### config.mk
export PLATFORM = sky130hd
export DESIGN_NAME = rgb_pixel_sender
export DESIGN_NICKNAME = d
export VERILOG_FILES = /design/src/rtl/rgb2gray_pkg.sv /design/src/rtl/pixel_fifo.sv /design/src/rtl/rgb_pixel_sender.sv
export SDC_FILE = /design/constraint.sdc
export NUM_CORES = 1
export LEC_CHECK = 0
export CAP_MARGIN = 20
export CORE_MARGIN = 1.5
export CORE_UTILIZATION = 56
export DETAILED_ROUTE_END_ITERATION = 7
export PLACE_DENSITY = 0.86
export SETUP_SLACK_MARGIN = 0.3
export SLEW_MARGIN = 20
export SYNTH_ARGS = -nofsm -noshare
export SYNTH_HDL_FRONTEND = slang
export SYNTH_HIERARCHICAL = 1
export SYNTH_SLANG_ARGS = --single-unit
### constraint.sdc
create_clock -name clk_i -period 3.7 [get_ports clk_i]
set_clock_uncertainty 0.05 [all_clocks]
set_input_delay 0.37 -clock clk_i [delete_from_list [all_inputs] [get_ports clk_i]]
set_output_delay 0.37 -clock clk_i [all_outputs]
set_load 0.02 [all_outputs]
### src/rtl/rgb2gray_pkg.sv
// Shared definitions for the RGB-to-gray pixel sender: FSM states and byte-lane positions.
// Latency: n/a (package only).
// Backpressure: n/a (package only).
package rgb2gray_pkg;

  localparam int PIX_W = 24;

  // Top bit of each colour byte inside a packed {R,G,B} pixel.
  localparam int R_HI = 23;
  localparam int G_HI = 15;
  localparam int B_HI = 7;

  typedef enum logic [2:0] {
    ST_IDLE   = 3'd0,
    ST_SEND_R = 3'd1,
    ST_SEND_G = 3'd2,
    ST_SEND_B = 3'd3,
    ST_WAIT   = 3'd4
  } state_e;

endpackage

### src/rtl/pixel_fifo.sv
// Generic synchronous FIFO holding packed pixels between the upstream port and the sender FSM.
// Latency: one cycle from push edge to visible head; head is read combinationally.
// Backpressure: full_o refuses pushes even when a pop happens in the same cycle.
// Ports: clk_i/rst_i clock and async active-low reset; push_i/push_dat_i write side;
//        pop_i read side; head_dat_o oldest entry; full_o/empty_o occupancy flags.
module pixel_fifo #(
  parameter int WIDTH = 24,
  parameter int DEPTH = 4
) (
  input  logic             clk_i,
  input  logic             rst_i,
  input  logic             push_i,
  input  logic [WIDTH-1:0] push_dat_i,
  input  logic             pop_i,
  output logic [WIDTH-1:0] head_dat_o,
  output logic             full_o,
  output logic             empty_o
);

  localparam int AW = $clog2(DEPTH);
  localparam logic [AW:0] FULL_CNT = (AW+1)'(DEPTH);

  logic [WIDTH-1:0] mem_q [DEPTH];
  logic [AW-1:0]    wr_ptr_q;
  logic [AW-1:0]    rd_ptr_q;
  logic [AW:0]      cnt_q;
  logic             push_ok;
  logic             pop_ok;

  assign full_o     = (cnt_q == FULL_CNT);
  assign empty_o    = (cnt_q == '0);
  assign push_ok    = push_i & ~full_o;
  assign pop_ok     = pop_i & ~empty_o;
  assign head_dat_o = mem_q[rd_ptr_q];

  // Storage needs no reset: an entry is only read after it has been written.
  always_ff @(posedge clk_i) begin
    if (push_ok) mem_q[wr_ptr_q] <= push_dat_i;
  end

  // Pointers are exactly AW bits wide, so +1 wraps modulo DEPTH (power of two).
  always_ff @(posedge clk_i or negedge rst_i) begin
    if (!rst_i) begin
      wr_ptr_q <= '0;
      rd_ptr_q <= '0;
      cnt_q    <= '0;
    end else begin
      if (push_ok) wr_ptr_q <= wr_ptr_q + 1'b1;
      if (pop_ok)  rd_ptr_q <= rd_ptr_q + 1'b1;
      if (push_ok && !pop_ok)      cnt_q <= cnt_q + 1'b1;
      else if (!push_ok && pop_ok) cnt_q <= cnt_q - 1'b1;
    end
  end

endmodule

### src/rtl/rgb_pixel_sender.sv
// Queues 24-bit pixels and streams R, G, B bytes to a gray converter, then collects its result.
// Latency: start_o two cycles after a pixel is accepted into an idle, empty block; gray one cycle after conv_valid_i.
// Backpressure: pix_ready_o drops when the pixel FIFO is full; a silent converter is abandoned after TIMEOUT_CYC WAIT cycles.
// Ports: pix_* upstream pixel handshake; start_o/RgbColor_o byte stream to converter;
//        conv_* converter result; gray_*, busy_o, timeout_o, pix_count_o results and status.
module rgb_pixel_sender
  import rgb2gray_pkg::*;
#(
  parameter int FIFO_DEPTH  = 4,
  parameter int TIMEOUT_CYC = 64
) (
  input  logic             clk_i,
  input  logic             rst_i,
  input  logic             pix_valid_i,
  input  logic [PIX_W-1:0] pix_data_i,
  output logic             pix_ready_o,
  output logic             start_o,
  output logic [7:0]       RgbColor_o,
  input  logic             conv_valid_i,
  input  logic [7:0]       conv_gray_i,
  output logic             gray_valid_o,
  output logic [7:0]       gray_o,
  output logic             busy_o,
  output logic             timeout_o,
  output logic [15:0]      pix_count_o
);

  localparam logic [7:0] TMO_LAST = 8'(TIMEOUT_CYC - 1);

  state_e           state_q;
  logic [PIX_W-1:0] hold_q;
  logic [7:0]       cnt_q;
  logic             start_q;
  logic [7:0]       color_q;
  logic [7:0]       gray_q;
  logic             gray_vld_q;
  logic             timeout_q;
  logic [15:0]      pix_cnt_q;
  logic             rdy_en_q;

  logic             fifo_full;
  logic             fifo_empty;
  logic             fifo_pop;
  logic [PIX_W-1:0] fifo_head;

  // rdy_en_q keeps pix_ready_o low during reset, where the empty FIFO would otherwise report not-full.
  assign pix_ready_o = rdy_en_q & ~fifo_full;
  assign fifo_pop    = (state_q == ST_IDLE) & ~fifo_empty;

  pixel_fifo #(
    .WIDTH (PIX_W),
    .DEPTH (FIFO_DEPTH)
  ) u_fifo (
    .clk_i      (clk_i),
    .rst_i      (rst_i),
    .push_i     (pix_valid_i & pix_ready_o),
    .push_dat_i (pix_data_i),
    .pop_i      (fifo_pop),
    .head_dat_o (fifo_head),
    .full_o     (fifo_full),
    .empty_o    (fifo_empty)
  );

  // Byte outputs are loaded on the transition into each SEND state so they line up with the state.
  always_ff @(posedge clk_i or negedge rst_i) begin
    if (!rst_i) begin
      state_q    <= ST_IDLE;
      hold_q     <= '0;
      cnt_q      <= '0;
      start_q    <= 1'b0;
      color_q    <= '0;
      gray_q     <= '0;
      gray_vld_q <= 1'b0;
      timeout_q  <= 1'b0;
      pix_cnt_q  <= '0;
      rdy_en_q   <= 1'b0;
    end else begin
      rdy_en_q   <= 1'b1;
      gray_vld_q <= 1'b0;
      case (state_q)
        ST_IDLE: begin
          if (!fifo_empty) begin
            hold_q  <= fifo_head;
            start_q <= 1'b1;
            color_q <= fifo_head[R_HI -: 8];
            state_q <= ST_SEND_R;
          end
        end
        ST_SEND_R: begin
          start_q <= 1'b0;
          color_q <= hold_q[G_HI -: 8];
          state_q <= ST_SEND_G;
        end
        ST_SEND_G: begin
          color_q <= hold_q[B_HI -: 8];
          state_q <= ST_SEND_B;
        end
        ST_SEND_B: begin
          color_q <= '0;
          cnt_q   <= '0;
          state_q <= ST_WAIT;
        end
        ST_WAIT: begin
          // A result arriving on the last allowed cycle still counts.
          if (conv_valid_i) begin
            gray_q     <= conv_gray_i;
            gray_vld_q <= 1'b1;
            pix_cnt_q  <= pix_cnt_q + 16'd1;
            state_q    <= ST_IDLE;
          end else if (cnt_q == TMO_LAST) begin
            timeout_q <= 1'b1;
            state_q   <= ST_IDLE;
          end else begin
            cnt_q <= cnt_q + 8'd1;
          end
        end
        default: begin
          start_q <= 1'b0;
          color_q <= '0;
          state_q <= ST_IDLE;
        end
      endcase
    end
  end

  assign start_o      = start_q;
  assign RgbColor_o   = color_q;
  assign gray_valid_o = gray_vld_q;
  assign gray_o       = gray_q;
  assign timeout_o    = timeout_q;
  assign pix_count_o  = pix_cnt_q;
  assign busy_o       = (state_q != ST_IDLE) | ~fifo_empty;

endmodule

# Word-level counts from Yosys, hierarchy flattened
# Memories as Yosys holds them, arrays and structs flattened.
# Index checks and enable logic that the tools add are counted.
[word_totals]
out_inout_bits = 37
input_bits = 36
ram_bits = 96
word_cells = 75
ff_bits = 70
mem_count = 1
[op_classes]
n_mux = 17
eq_ne = 10
n_reduce_logical = 17
n_bitwise = 11
addsub = 6
[memory_table]
columns = ["name", "words", "word_bits", "rd", "rd_ports_with_merged_regs", "write_ports", "line", "rtl"]
rows = [
  ["u_fifo.mem_q", 4, 24, 1, 0, 1, "pixel_fifo.sv:23", "logic [WIDTH-1:0] mem_q [DEPTH];"],
]
[op_table]
columns = ["operator", "n"]
rows = [
  ["$pmux W8 S4", 1],
  ["$mux W8", 3],
  ["$add A16 B1 Y16 const B", 1],
  ["$pmux W8 S2", 1],
  ["$mux W3", 5],
  ["$pmux W3 S5", 1],
  ["$reduce_and A2 Y1", 5],
  ["$add A8 B1 Y8 const B", 1],
  ["$eq A8 B6 Y1 const B", 1],
  ["$eq A3 B2 Y1 const B", 2],
  ["$eq A3 B3 Y1 const B", 2],
  ["$logic_not A3 Y1", 2],
  ["$ne A2 B2 Y1 const B", 3],
  ["$reduce_and A3 Y1", 2],
  ["$and A1 B1 Y1", 5],
  ["$mux W1", 5],
  ["$not A1 Y1", 5],
  ["$add A2 B1 Y2 const B", 2],
  ["$reduce_bool A2 Y1", 2],
  ["$add A3 B1 Y3 const B", 1],
  ["$eq A3 B1 Y1 const B", 1],
  ["$ne A3 B3 Y1 const B", 1],
  ["$reduce_bool A3 Y1", 1],
  ["$reduce_or A3 Y1", 1],
  ["5 further kinds", 7],
]

# Longest topological paths before layout
[depth]
ltp_word = 9
depth_mapped = 11
ltp_nobuf = 10

# Cells and area by module
# The synthesis kept the hierarchy.
[by_module_without_submodules]
columns = ["mod", "cells_each", "seq_area_each_um2", "area_each_um2", "instances"]
rows = [
  ["pixel_fifo", 163, 3057.9, 3905.0, 1],
  ["rgb_pixel_sender", 240, 1576.5, 2821.5, 1],
]

# Least setup slack after synthesis
# Ideal clock, no wire load.
[synth_path]
kind = "reg-to-reg"
start = "register u_fifo.cnt_q[0]"
end = "register u_fifo.cnt_q[1]"
arrival_time_ns = 2.455
required_ns = 3.525
slack_ns = 1.070
stages_incl_launch_ff = 10
setup_ns = 0.125
n_path_buf = 1
period_less_slack_ns = 2.630
path_cell_list = "dfrtp_1 or3_1 inv_1 nor4_2 buf_4 nand2_1 ha_1 inv_1 fa_1 mux2_2"
[synth_via]
word_cells_on_any_way = 18
classes_between = "add/sub: 2; eq/ne: 1; mux: 2; bitwise: 7; reduce/logical: 6"
[synth_rtl]
columns = ["item", "line", "rtl"]
rows = [
  ["from (decl)", "pixel_fifo.sv:26", "logic [AW:0] cnt_q;"],
  ["from (signal assigned)", "pixel_fifo.sv:50", "if (push_ok && !pop_ok) cnt_q <= cnt_q + 1'b1;"],
  ["from (signal assigned)", "pixel_fifo.sv:51", "else if (!push_ok && pop_ok) cnt_q <= cnt_q - 1'b1;"],
  ["$logic_not A3 Y1 *", "pixel_fifo.sv:31", "assign empty_o = (cnt_q == '0);"],
  ["named net fifo_empty", "rgb_pixel_sender.sv:42", "logic fifo_empty;"],
  ["$not A1 Y1 (no line) *", "-", ""],
  ["$and A1 B1 Y1 *", "rgb_pixel_sender.sv:48", "assign fifo_pop = (state_q == ST_IDLE) & ~fifo_empty;"],
  ["named net fifo_pop", "rgb_pixel_sender.sv:43", "logic fifo_pop;"],
  ["$and A1 B1 Y1 *", "pixel_fifo.sv:33", "assign pop_ok = pop_i & ~empty_o;"],
  ["$logic_not A1 Y1", "pixel_fifo.sv:50", ""],
  ["$logic_and A1 B1 Y1", "pixel_fifo.sv:50", ""],
  ["$mux W3 / $reduce_bool A2 Y1 (equally long branches)", "-", ""],
]
# Mark *: on every way through the listed nets, which the timed path passes. The rest lies on a longest branch. The select of a mux whose other input is x is not followed.
# A chain may end at the register's enable or synchronous reset.

# Worst setup path after layout
[layout_path]
start = "register u_fifo.cnt_q[0]"
end = "output port busy_o"
[layout_via]
elab_chain_len = 3
[layout_rtl]
columns = ["item", "line", "rtl"]
rows = [
  ["$logic_not A3 Y1", "pixel_fifo.sv:31", ""],
  ["named net fifo_empty", "rgb_pixel_sender.sv:42", ""],
  ["$not A1 Y1 (no line)", "-", ""],
  ["$or A1 B1 Y1", "rgb_pixel_sender.sv:132", "assign busy_o = (state_q != ST_IDLE) | ~fifo_empty;"],
  ["to (decl)", "rgb_pixel_sender.sv:23", "output logic busy_o,"],
]
# The timed path passes the listed nets, and every way through them passes these cells.

==> impl_results.md <==
* CP max stage cell: clkdlybuf4s50_1
* Flop-to-flop setup slack at 0.94 ns
* Setup violations, final at 0
* Mapped Nets at about 450
* Largest net degree at the start of global routing at 41
* Final Slew Violations at 0
* Drt initial violations at 319
* Top Usage Layer GRT: met2
* Share of layout cells above drive strength 1 at around a fifth
* Fin Hold WS at ~0.024 ns
* Initial antenna violation count at 0
* Count leader, synth: edfxtp_1
* Grt total ovfl at 0
* CP Max Fanout at 13
* Synth top area cells: edfxtp_1 (43%), dfrtp_1 (26%), mux4_2 (8.0%), mux2_2 (4.4%), xnor2_1 (1.7%)
* First-pass GRT wire length at 21000 µm
* Die area at 0.0127 mm²
* Total CTS buffers at 17
* Syn Area/Cell at 16.7 µm²
* Post-synth EDFFs at 96
* Die height at 113 µm
* Crit share post-route at about four fifths
* Final Hold Viols at 0
* Leak at around 3.0 nW
* Yosys warns at 6
* Post-CTS setup buffers at 0
* DR WL/cell at slightly above 20 µm
* GP Congestion at 0.756
* DR DRC count at 0
* Crit path largest cell delay at a little under 0.6 ns
* Power per cell area at 762 mW/mm²
* CP Data Required Time at 3.28 ns
* Antenna Cells at 0
* Initial core utilization at 58.2%
* DP HPWL at 8360 µm
* Crit path buffers/inverters at 2
* Delay-heaviest family, CP: buffers and inverters
* RSZ-0062 raised after global routing: no
* Overall Global Routing Usage at 22.6%
* Initial DRT Pass Iterations at 4
* Critical path cell sequence: or3_1 -> inv_1 -> nand3b_1 -> clkdlybuf4s50_1
* Routed Wire Length at 13000 µm
* Hold-fix buffers, CTS at 0
* Synth area leader: edfxtp_1
* Max VDD drop at between 0.5 and 0.6 mV
* Clk Latency, worst-skew pair at 0.43 ns
* Met1 Track Usage GR at 28.6%
* Kind of critical path: flip-flop to primary output
* Fin util at 70.6%
* Min Tclk post-route at between 2 and 3 ns
* CTS clk-pin slew, worst paths at 0.06 ns
* Worst Tran Pin Value at 0.918 ns
* Relative slew slack at 38.8%
* Fillers at 722
* CTS tree: built
* Vias at 3794
* Post-synth top area share at 42.9%
* Clock Tree Root: clkbuf_16
* Via density per instance at ~5.9
* Post-CTS Resized at 0
* I/O pin count at 73
* Clock buffer depth at 2
* Synth cell count leaders: edfxtp_1 (96), dfrtp_1 (70), mux2_2 (26)
* Status: finished clean
* Met2 Resource Use GR at 37.7%
* Final setup TNS at 0 ns
* Post-synthesis instance area at 0.00673 mm²
* Input/output buffers at 72
* Max-Cap Viols at 0
* CP startpoint kind: flip-flop
* Synthesis-to-finish area growth at 21.4%
* CP endpoint kind: primary output
* FP Rows at 39
* FF+latch count, synth at between 150 and 200
* Seq/Total Area, Yosys at 68.9%
* Synth cell types at 48
* H-tree levels at 4
* Ys async rst share at between 40% and 50%
* Die Wd at 113 µm
* Core Region at 0.0116 mm²
* Vias in the first global route at 4025
* Clock sink total at roughly 170
* Gate Count Post-Synth at 403
* Max Clock Freq at 344 MHz
* Layout Nets at 532
* Grt met3 use at 6.26%
* Antenna Nets Post-Route at 0
* Main synth FF type: edfxtp_1
* Crit path arrival time at around 2.5 ns
* Hold Path Class: primary input to async pin
-- cells by family after synthesis --
group                    share of synthesized area, %
buffers and inverters                            2.34
other                                          0.0558
flip-flops                                       68.9
AND/OR/NAND/NOR                                  7.40
adder cells (fa/ha/maj)                          1.60
AO/OA/AOI/OAI                                    4.22
XOR/XNOR                                         2.86
multiplexers                                     12.6
-- per-layer routing --
layer  part of all wire, %  vias to the layer above
met5                     0                        -
met4                   1.7                        0
met3                   5.1                       17
met1                    42                     1950
li1                      -                     1710
met2                    51                      117
-- where the power goes --
group          leakage (nW)  switching, W  internal, W
sequential             1.76      0.000312      0.00236
combinational          1.00      0.000905     0.000994
clock                 0.272      0.000722     0.000931
total                  3.03       0.00194      0.00428
-- worst paths after layout --
kind	from	end	depth (start not counted)
max	u_fifo/cnt_q[0]$_DFFE_PN0P_	busy_o	4
min	rst_i	cnt_q[6]$_DFFE_PN0P_	1
max reg2reg	u_fifo/cnt_q[0]$_DFFE_PN0P_	u_fifo/cnt_q[2]$_DFFE_PN0P_	10
min reg2reg	timeout_o$_DFFE_PN0P_	timeout_o$_DFFE_PN0P_	1
max in group asynchronous	rst_i	pix_count_o[10]$_DFFE_PN0P_	2
min in group clk_i	timeout_o$_DFFE_PN0P_	timeout_o$_DFFE_PN0P_	1
-- flip-flops by register name, indices dropped and copies added, names as in the netlist, 2 cells and up --
register and cells:
u_fifo/wr_ptr_q 2, u_fifo/rd_ptr_q 2, RgbColor_o 8, u_fifo/cnt_q 3, hold_q 16, cnt_q 8, state_q 3, pix_count_o 16
gray_o 8, u_fifo/mem_q 96
-- layout make-up --
class                           instances  area [µm²]  area share, %
Sequential cell                       166        4630           56.8
Multi-Input combinational cell        209        1950           23.8
Timing Repair Buffer                   85         820           10.0
Clock buffer                           18         429           5.26
Tap cell                              143         179           2.19
Clock inverter                         14         124           1.52
Inverter                                9        33.8          0.414
-- placed cells by master, fill, tap and decap left out, types with 12 or more instances in the layout --
cell type / netlist / layout
buf_4: 2 / 12
clkbuf_16: 0 / 17
clkdlybuf4s50_1: 0 / 71
dfrtp_1: 70 / 70
edfxtp_1: 96 / 96
mux2_2: 26 / 26
mux4_2: 24 / 24
nand2_1: 18 / 18
nand3_1: 12 / 12
o21ai_0: 13 / 13
xnor2_1: 13 / 13
-- through the flow --
stage	std cells	instance area (µm²)	setup slack (ns)	power, W
6_report	644	8170	0.792	0.00622
5_1_grt	644	8170	0.706	0.00651
4_1_cts	643	8150	0.423	0.00625
3_5_place_dp	611	7600	0.457	0.00457
3_3_place_gp	611	7600	0.641	0.00447
2_1_floorplan	403	6730	1.07	0.00394
No activity file was read; power rests on OpenSTA's default activity.
